<file path="src/rtl/spi_ram_pkg.sv">
// spi_ram_pkg: opcode encoding shared by the burst command RAM and its testbench.
package spi_ram_pkg;
    localparam int OP_W = 2;
    typedef enum logic [OP_W-1:0] {
        OP_SET_WADDR = 2'b00,
        OP_WRITE     = 2'b01,
        OP_SET_RADDR = 2'b10,
        OP_READ      = 2'b11
    } opcode_t;
endpackage

</file>
<file path="src/rtl/spi_ram_burst_if.sv">
// spi_ram_burst_if: SPI receive command path in, transmit ready/valid path out.
interface spi_ram_burst_if #(parameter int MEM_WIDTH = 8);
    logic [MEM_WIDTH+1:0] din;
    logic                 rx_valid;
    logic                 tx_ready;
    logic [MEM_WIDTH-1:0] dout;
    logic                 tx_valid;
    logic                 ovf;
    modport master (output din, rx_valid, tx_ready, input dout, tx_valid, ovf);
    modport slave  (input din, rx_valid, tx_ready, output dout, tx_valid, ovf);
endinterface

</file>
<file path="src/rtl/spi_ram_burst_ram_ptr.sv">
// ram_ptr: address pointer with modulo-DEPTH load and wrap-around increment.
module ram_ptr #(
    parameter int DEPTH = 256,
    parameter int WIDTH = 8
) (
    input  logic             clk,
    input  logic             rst_n,
    input  logic             load,
    input  logic [WIDTH-1:0] load_val,
    input  logic             inc,
    output logic [WIDTH-1:0] ptr
);
    logic [WIDTH-1:0] load_mod;
    logic [WIDTH-1:0] ptr_next;
    // True modulo so non-power-of-two depths map out-of-range values correctly
    assign load_mod = WIDTH'(32'(load_val) % DEPTH);
    assign ptr_next = (ptr == WIDTH'(DEPTH - 1)) ? '0 : ptr + 1'b1;
    always_ff @(posedge clk or negedge rst_n) begin
        if (!rst_n) ptr <= '0;
        else if (load) ptr <= load_mod;
        else if (inc) ptr <= ptr_next;
    end
endmodule

</file>
<file path="src/rtl/spi_ram_burst.sv">
// spi_ram_burst: tagged-command RAM with auto-incrementing burst pointers
// and a ready/valid read-data output with overrun detection.
module spi_ram_burst
    import spi_ram_pkg::*;
#(
    parameter int MEM_WIDTH = 8,
    parameter int MEM_DEPTH = 256,
    parameter int ADDR_SIZE = 8,
    parameter bit AUTO_INC  = 1'b1
) (
    input  logic           clk,
    input  logic           rst_n,
    spi_ram_burst_if.slave bus
);
    logic [MEM_WIDTH-1:0] mem [MEM_DEPTH];
    logic [MEM_WIDTH-1:0] payload;
    logic [ADDR_SIZE-1:0] addr_wr, addr_rd;
    logic [MEM_WIDTH-1:0] dout_q;
    logic                 tx_valid_q, ovf_q;
    opcode_t              op;
    logic                 wr_en, rd_cmd, rd_ok;
    assign op      = opcode_t'(bus.din[MEM_WIDTH+OP_W-1:MEM_WIDTH]);
    assign payload = bus.din[MEM_WIDTH-1:0];
    assign wr_en   = bus.rx_valid && op == OP_WRITE;
    assign rd_cmd  = bus.rx_valid && op == OP_READ;
    // A READ is dropped only while an unconsumed word is still being held
    assign rd_ok   = rd_cmd && (!tx_valid_q || bus.tx_ready);
    ram_ptr #(.DEPTH(MEM_DEPTH), .WIDTH(ADDR_SIZE)) u_wptr (
        .clk      (clk),
        .rst_n    (rst_n),
        .load     (bus.rx_valid && op == OP_SET_WADDR),
        .load_val (payload[ADDR_SIZE-1:0]),
        .inc      (wr_en && AUTO_INC),
        .ptr      (addr_wr)
    );
    ram_ptr #(.DEPTH(MEM_DEPTH), .WIDTH(ADDR_SIZE)) u_rptr (
        .clk      (clk),
        .rst_n    (rst_n),
        .load     (bus.rx_valid && op == OP_SET_RADDR),
        .load_val (payload[ADDR_SIZE-1:0]),
        .inc      (rd_ok && AUTO_INC),
        .ptr      (addr_rd)
    );
    always_ff @(posedge clk) begin
        if (wr_en) mem[addr_wr] <= payload;
    end
    always_ff @(posedge clk or negedge rst_n) begin
        if (!rst_n) begin
            dout_q     <= '0;
            tx_valid_q <= 1'b0;
            ovf_q      <= 1'b0;
        end else begin
            if (rd_ok) dout_q <= mem[addr_rd];
            tx_valid_q <= rd_ok ? 1'b1 : (bus.tx_ready ? 1'b0 : tx_valid_q);
            ovf_q      <= rd_cmd && !rd_ok;
        end
    end
    assign bus.dout     = dout_q;
    assign bus.tx_valid = tx_valid_q;
    assign bus.ovf      = ovf_q;
endmodule

</file>
<file path="src/flat_wrapper.sv">
// flat-port wrapper written by rule: the top's interface ports become plain ports
module spi_ram_burst_flat import spi_ram_pkg::*;
#(
    parameter int MEM_WIDTH = 8,
    parameter int MEM_DEPTH = 256,
    parameter int ADDR_SIZE = 8,
    parameter bit AUTO_INC  = 1'b1
)
  (clk, rst_n, bus_din, bus_rx_valid, bus_tx_ready, bus_dout, bus_tx_valid, bus_ovf);
  spi_ram_burst_if #(.MEM_WIDTH(MEM_WIDTH)) bus_i ();
  input  logic clk;
  input  logic rst_n;
  input wire logic [$bits(bus_i.din)-1:0] bus_din;
  input wire logic [$bits(bus_i.rx_valid)-1:0] bus_rx_valid;
  input wire logic [$bits(bus_i.tx_ready)-1:0] bus_tx_ready;
  output wire logic [$bits(bus_i.dout)-1:0] bus_dout;
  output wire logic [$bits(bus_i.tx_valid)-1:0] bus_tx_valid;
  output wire logic [$bits(bus_i.ovf)-1:0] bus_ovf;
  assign bus_i.din = bus_din;
  assign bus_i.rx_valid = bus_rx_valid;
  assign bus_i.tx_ready = bus_tx_ready;
  assign bus_dout = bus_i.dout;
  assign bus_tx_valid = bus_i.tx_valid;
  assign bus_ovf = bus_i.ovf;
  spi_ram_burst #(.MEM_WIDTH(MEM_WIDTH), .MEM_DEPTH(MEM_DEPTH), .ADDR_SIZE(ADDR_SIZE), .AUTO_INC(AUTO_INC)) u_core (.clk(clk), .rst_n(rst_n), .bus(bus_i));
endmodule
</file>
<file path="config.mk">
export PLATFORM = sky130hd
export DESIGN_NAME = spi_ram_burst_flat
export DESIGN_NICKNAME = d
export VERILOG_FILES = /design/src/rtl/spi_ram_pkg.sv /design/src/rtl/spi_ram_burst_if.sv /design/src/rtl/spi_ram_burst_ram_ptr.sv /design/src/rtl/spi_ram_burst.sv /design/src/flat_wrapper.sv
export SDC_FILE = /design/constraint.sdc
export NUM_CORES = 2
export LEC_CHECK = 0
export CORE_AREA = 5 5 391 393
export DETAILED_ROUTE_END_ITERATION = 8
export DIE_AREA = 0 0 396 398
export PLACE_DENSITY = 0.73
export SLEW_MARGIN = 20
export SYNTH_ARGS = -nofsm -noshare
export SYNTH_HDL_FRONTEND = slang
export SYNTH_HIERARCHICAL = 1
export SYNTH_SLANG_ARGS = --single-unit
</file>
<file path="constraint.sdc">
create_clock -name clk -period 2.3 [get_ports clk]
set_input_delay 0.345 -clock clk [delete_from_list [all_inputs] [get_ports clk]]
set_output_delay 0.345 -clock clk [all_outputs]
set_load 0.005 [all_outputs]
</file>
==> qor.csv <==
stage,metric,value,unit
hold_path,hp-start,bus_din[4],
synth,syn_nets,4114,
sta,layout_worst_path_cycle_share,1.23,
setup_path,r2r_cells,11,
clock_tree,ctsLongestPathBuffers,3,
power_and_ir_drop,clkPwrFrac,0.339,
synth,synth_edf_count,2048,
layout,syn_to_final_growth,20.9,%
grt,gr-total-overflow,0,
flow_run,max-cap-violations,0,
power_and_ir_drop,power_frac_comb,0.204,
grt,track_usage,0.265,
hold_path,worstHoldPathType,in -> reg,
layout,design_area,0.0984,mm^2
synth,synthTopCellsByArea,"edfxtp_1 76%, mux4_2 9.3%, mux2i_1 3.9%, nor2_1 1.3%, mux4_1 0.90%",
placed_design,hpwl,133000,um
power_and_ir_drop,leakage,33.1,nW
synth,yosys.area.top_type_share,0.755,
grt,grt_pass1_vias,45400,
power_and_ir_drop,seqPwrFrac,0.457,
drt,remaining_drc_errors,0,
die,fp.dieW,396,um
setup_path,crit_path_max_fanout,8,
sta,setup_ws,-0.535,ns
die,core-area,0.149,mm^2
sta,drv_slew,0,
setup_path,startpoint,u_core/u_rptr/ptr[0],
grt,grt_pass1_wl,306000,um
clock_tree,cts_tree,done,
layout,finish.net_count,4997,
placed_design,place.gp.congestion,0.896,
clock_tree,insertion_delay,0.83,ns
synth,syn_area,0.0814,mm^2
clock_tree,cts-root-buf,clkbuf_16,
setup_path,startpoint_type,flip-flop,
synth,synth_warnings,6,
hold_path,hold_depth,1,
die,num_rows,142,
sta,worst_slew_pin_slew,0.655,ns
clock_tree,cts_made_buffers,196,
setup_path,cp.arrival,3.55,ns
sta,min_period,2.84,ns
setup_path,end_kind,flip-flop,
drt,drtIter0Drc,6306,
drt,avgRoutedWirePerCell,29.5,um
drt,via_per_inst,6.38,
drt,finalWirelength,210000,um
sta,setup_violations,8,
clock_tree,htreeDepth,4,
grt,grt_max_degree,77,
die,fp.dieH,398,um
synth,yosysUniqueCellTypes,73,
power_and_ir_drop,p_int,67.7,mW
synth,synth_largest_area_cell,edfxtp_1,
outcome,status,"complete, but fails checks",
placed_design,port_buffers,23,
synth,synth-seq-cells,2074,
sta,rsz0062_at_grt,yes,
placed_design,preCtsSetupSlack,-0.943,ns
drt,drtPass1Iterations,6,
die,io_pins,24,
clock_tree,clk_pin_slew,0.06,ns
power_and_ir_drop,swShare,0.263,
drt,drtAntennaViolNets,0,
sta,finalClockSkew,0.0327,ns
placed_design,dpl_cell_area,0.0902,mm^2
outcome,violations,negative setup slack,
sta,slew_headroom,0.563,
clock_tree,clock_sinks,2074,
power_and_ir_drop,ir_worst_vdd,831,uV
drt,via_count,45200,
synth,synthCells,4098,
layout,mostFrequentLayoutCell,edfxtp_1,
setup_path,crit_type,reg -> reg,
layout,drive_above_1_share,0.338,
sta,hold_viol,0,
sta,hold_ws,0.0432,ns
synth,synth.yosys.seq_area_share,0.763,
setup_path,rr_startpoint,u_core/u_rptr/ptr[0],
power_and_ir_drop,power_density,934,mW/mm^2
synth,synthFlopType,edfxtp_1,
power_and_ir_drop,p_sw,24.2,mW
die,start_util,0.546,
sta,fmax,0.353,GHz
die,die_area,0.158,mm^2
setup_path,cp_data_required_time,3.02,ns
synth,syn_avg_cell_area,19.9,um^2
grt,antenna_found_initial,5,
layout,layout_common_cells,"2048 x edfxtp_1, 765 x buf_4, 346 x mux4_2, 302 x mux2i_1, 260 x nor2_1",
synth,postSynth.asyncResetShare,0.0125,
[synth_stat cells (10+ instances only)]
cell / n
nor2_1: 276
o21ai_0: 32
o22ai_1: 101
a2111oi_0: 10
or3_1: 12
o221ai_1: 72
a22oi_1: 66
mux4_2: 335
buf_4: 22
buf_8: 17
a21boi_0: 14
nand3_1: 61
mux2i_1: 315
buf_6: 38
a21oi_1: 52
edfxtp_1: 2048
o211ai_1: 10
nor3_1: 14
buf_1: 20
nor2b_1: 20
clkbuf_1: 102
buf_2: 46
dfrtp_1: 26
mux4_1: 28
nand2_1: 159
a211oi_1: 50
a31oi_1: 12
[state kept, by name, summed over array words and instances (netlist names)]
register             count
u_core/u_rptr/ptr        8
u_core/mem            2048
u_core/bus.dout          8
u_core/bus.ovf           1
u_core/bus.tx_valid      1
u_core/u_wptr/ptr        8
[kinds of logic after synthesis]
kind of cell	count (synthesis)	synth area share
buffers and inverters	263	0.0211
multiplexers	679	0.141
XOR/XNOR	4	0.000430
adder cells (fa/ha/maj)	2	0.000307
AO/OA/AOI/OAI	473	0.0416
flip-flops	2074	0.763
AND/OR/NAND/NOR	603	0.0325
[through the flow]
step / TNS [ns] / util / instances / total power [mW]
6_report: -3.71 / 0.660 / 7091 / 91.9
5_1_grt: -4.04 / 0.660 / 7090 / 94.8
4_1_cts: -3.36 / 0.658 / 7076 / 91.6
3_5_place_dp: -342.84 / 0.605 / 6660 / 59.2
3_3_place_gp: -261.04 / 0.605 / 6660 / 59.0
2_1_floorplan: -33.71 / - / 4098 / 52.1
[layer usage]
layer / GRT usage / share of wire / vias to the layer above
met2: 0.419 / 0.48 / 2839
met5: 0 / 0 / -
met1: 0.370 / 0.37 / 23200
met4: 0.102 / 0.043 / 0
met3: 0.0561 / 0.11 / 494
li1: - / - / 18700
[layout make-up]
cell class	instances	area [um^2]
flip-flops and latches	2074	62200
fillers	9258	50600
multi-input cells	1761	18600
repair buffers	941	8970
clock buffers	250	5150
well taps	1944	2430
clock inverters	112	1030
inverters	7	28.8
diodes	2	5.00
[what timing repair did]
item / CTS / global route
hold buffers: 5 / 0
resized for setup: 214 / 67
setup endpoints to repair: 9 / 16
pin swaps: 41 / 32
setup buffers: 48 / 15
cloned: 7 / 0
hold endpoints to repair: 118 / 0
[power groups by stage]
stage | registers [mW] | clock network (mW) | logic, mW
2_1_floorplan | 42.6 | 0 | 9.49
3_3_place_gp | 42.8 | 0 | 16.2
3_5_place_dp | 42.8 | 0 | 16.4
4_1_cts | 42.0 | 31.5 | 18.1
5_1_grt | 42.0 | 33.3 | 19.5
6_report | 42.0 | 31.2 | 18.7
[worst paths after layout]
kind / slack [ns] / end
max: -0.54 / u_core/bus.dout[5]
min: 0.04 / u_core/mem[191][4]
max reg2reg: -0.54 / u_core/bus.dout[5]
min reg2reg: 0.56 / u_core/u_rptr/ptr[7]
max in group asynchronous: 1.38 / u_core/u_rptr/ptr[1]
min in group asynchronous: 0.47 / u_core/bus.tx_valid
[worst max-delay path, stage by stage (launching register included)]
cell and delay (ns):
dfrtp_4 0.47, buf_12 0.17, buf_16 0.17, buf_16 0.15, buf_12 0.15, buf_4 0.12
mux4_2 0.50, a211oi_2 0.25, nand2_1 0.22, nand3_4 0.20, nor3_4 0.07, a211o_1 0.22
Note: power is estimated with default switching activity, not from simulation.
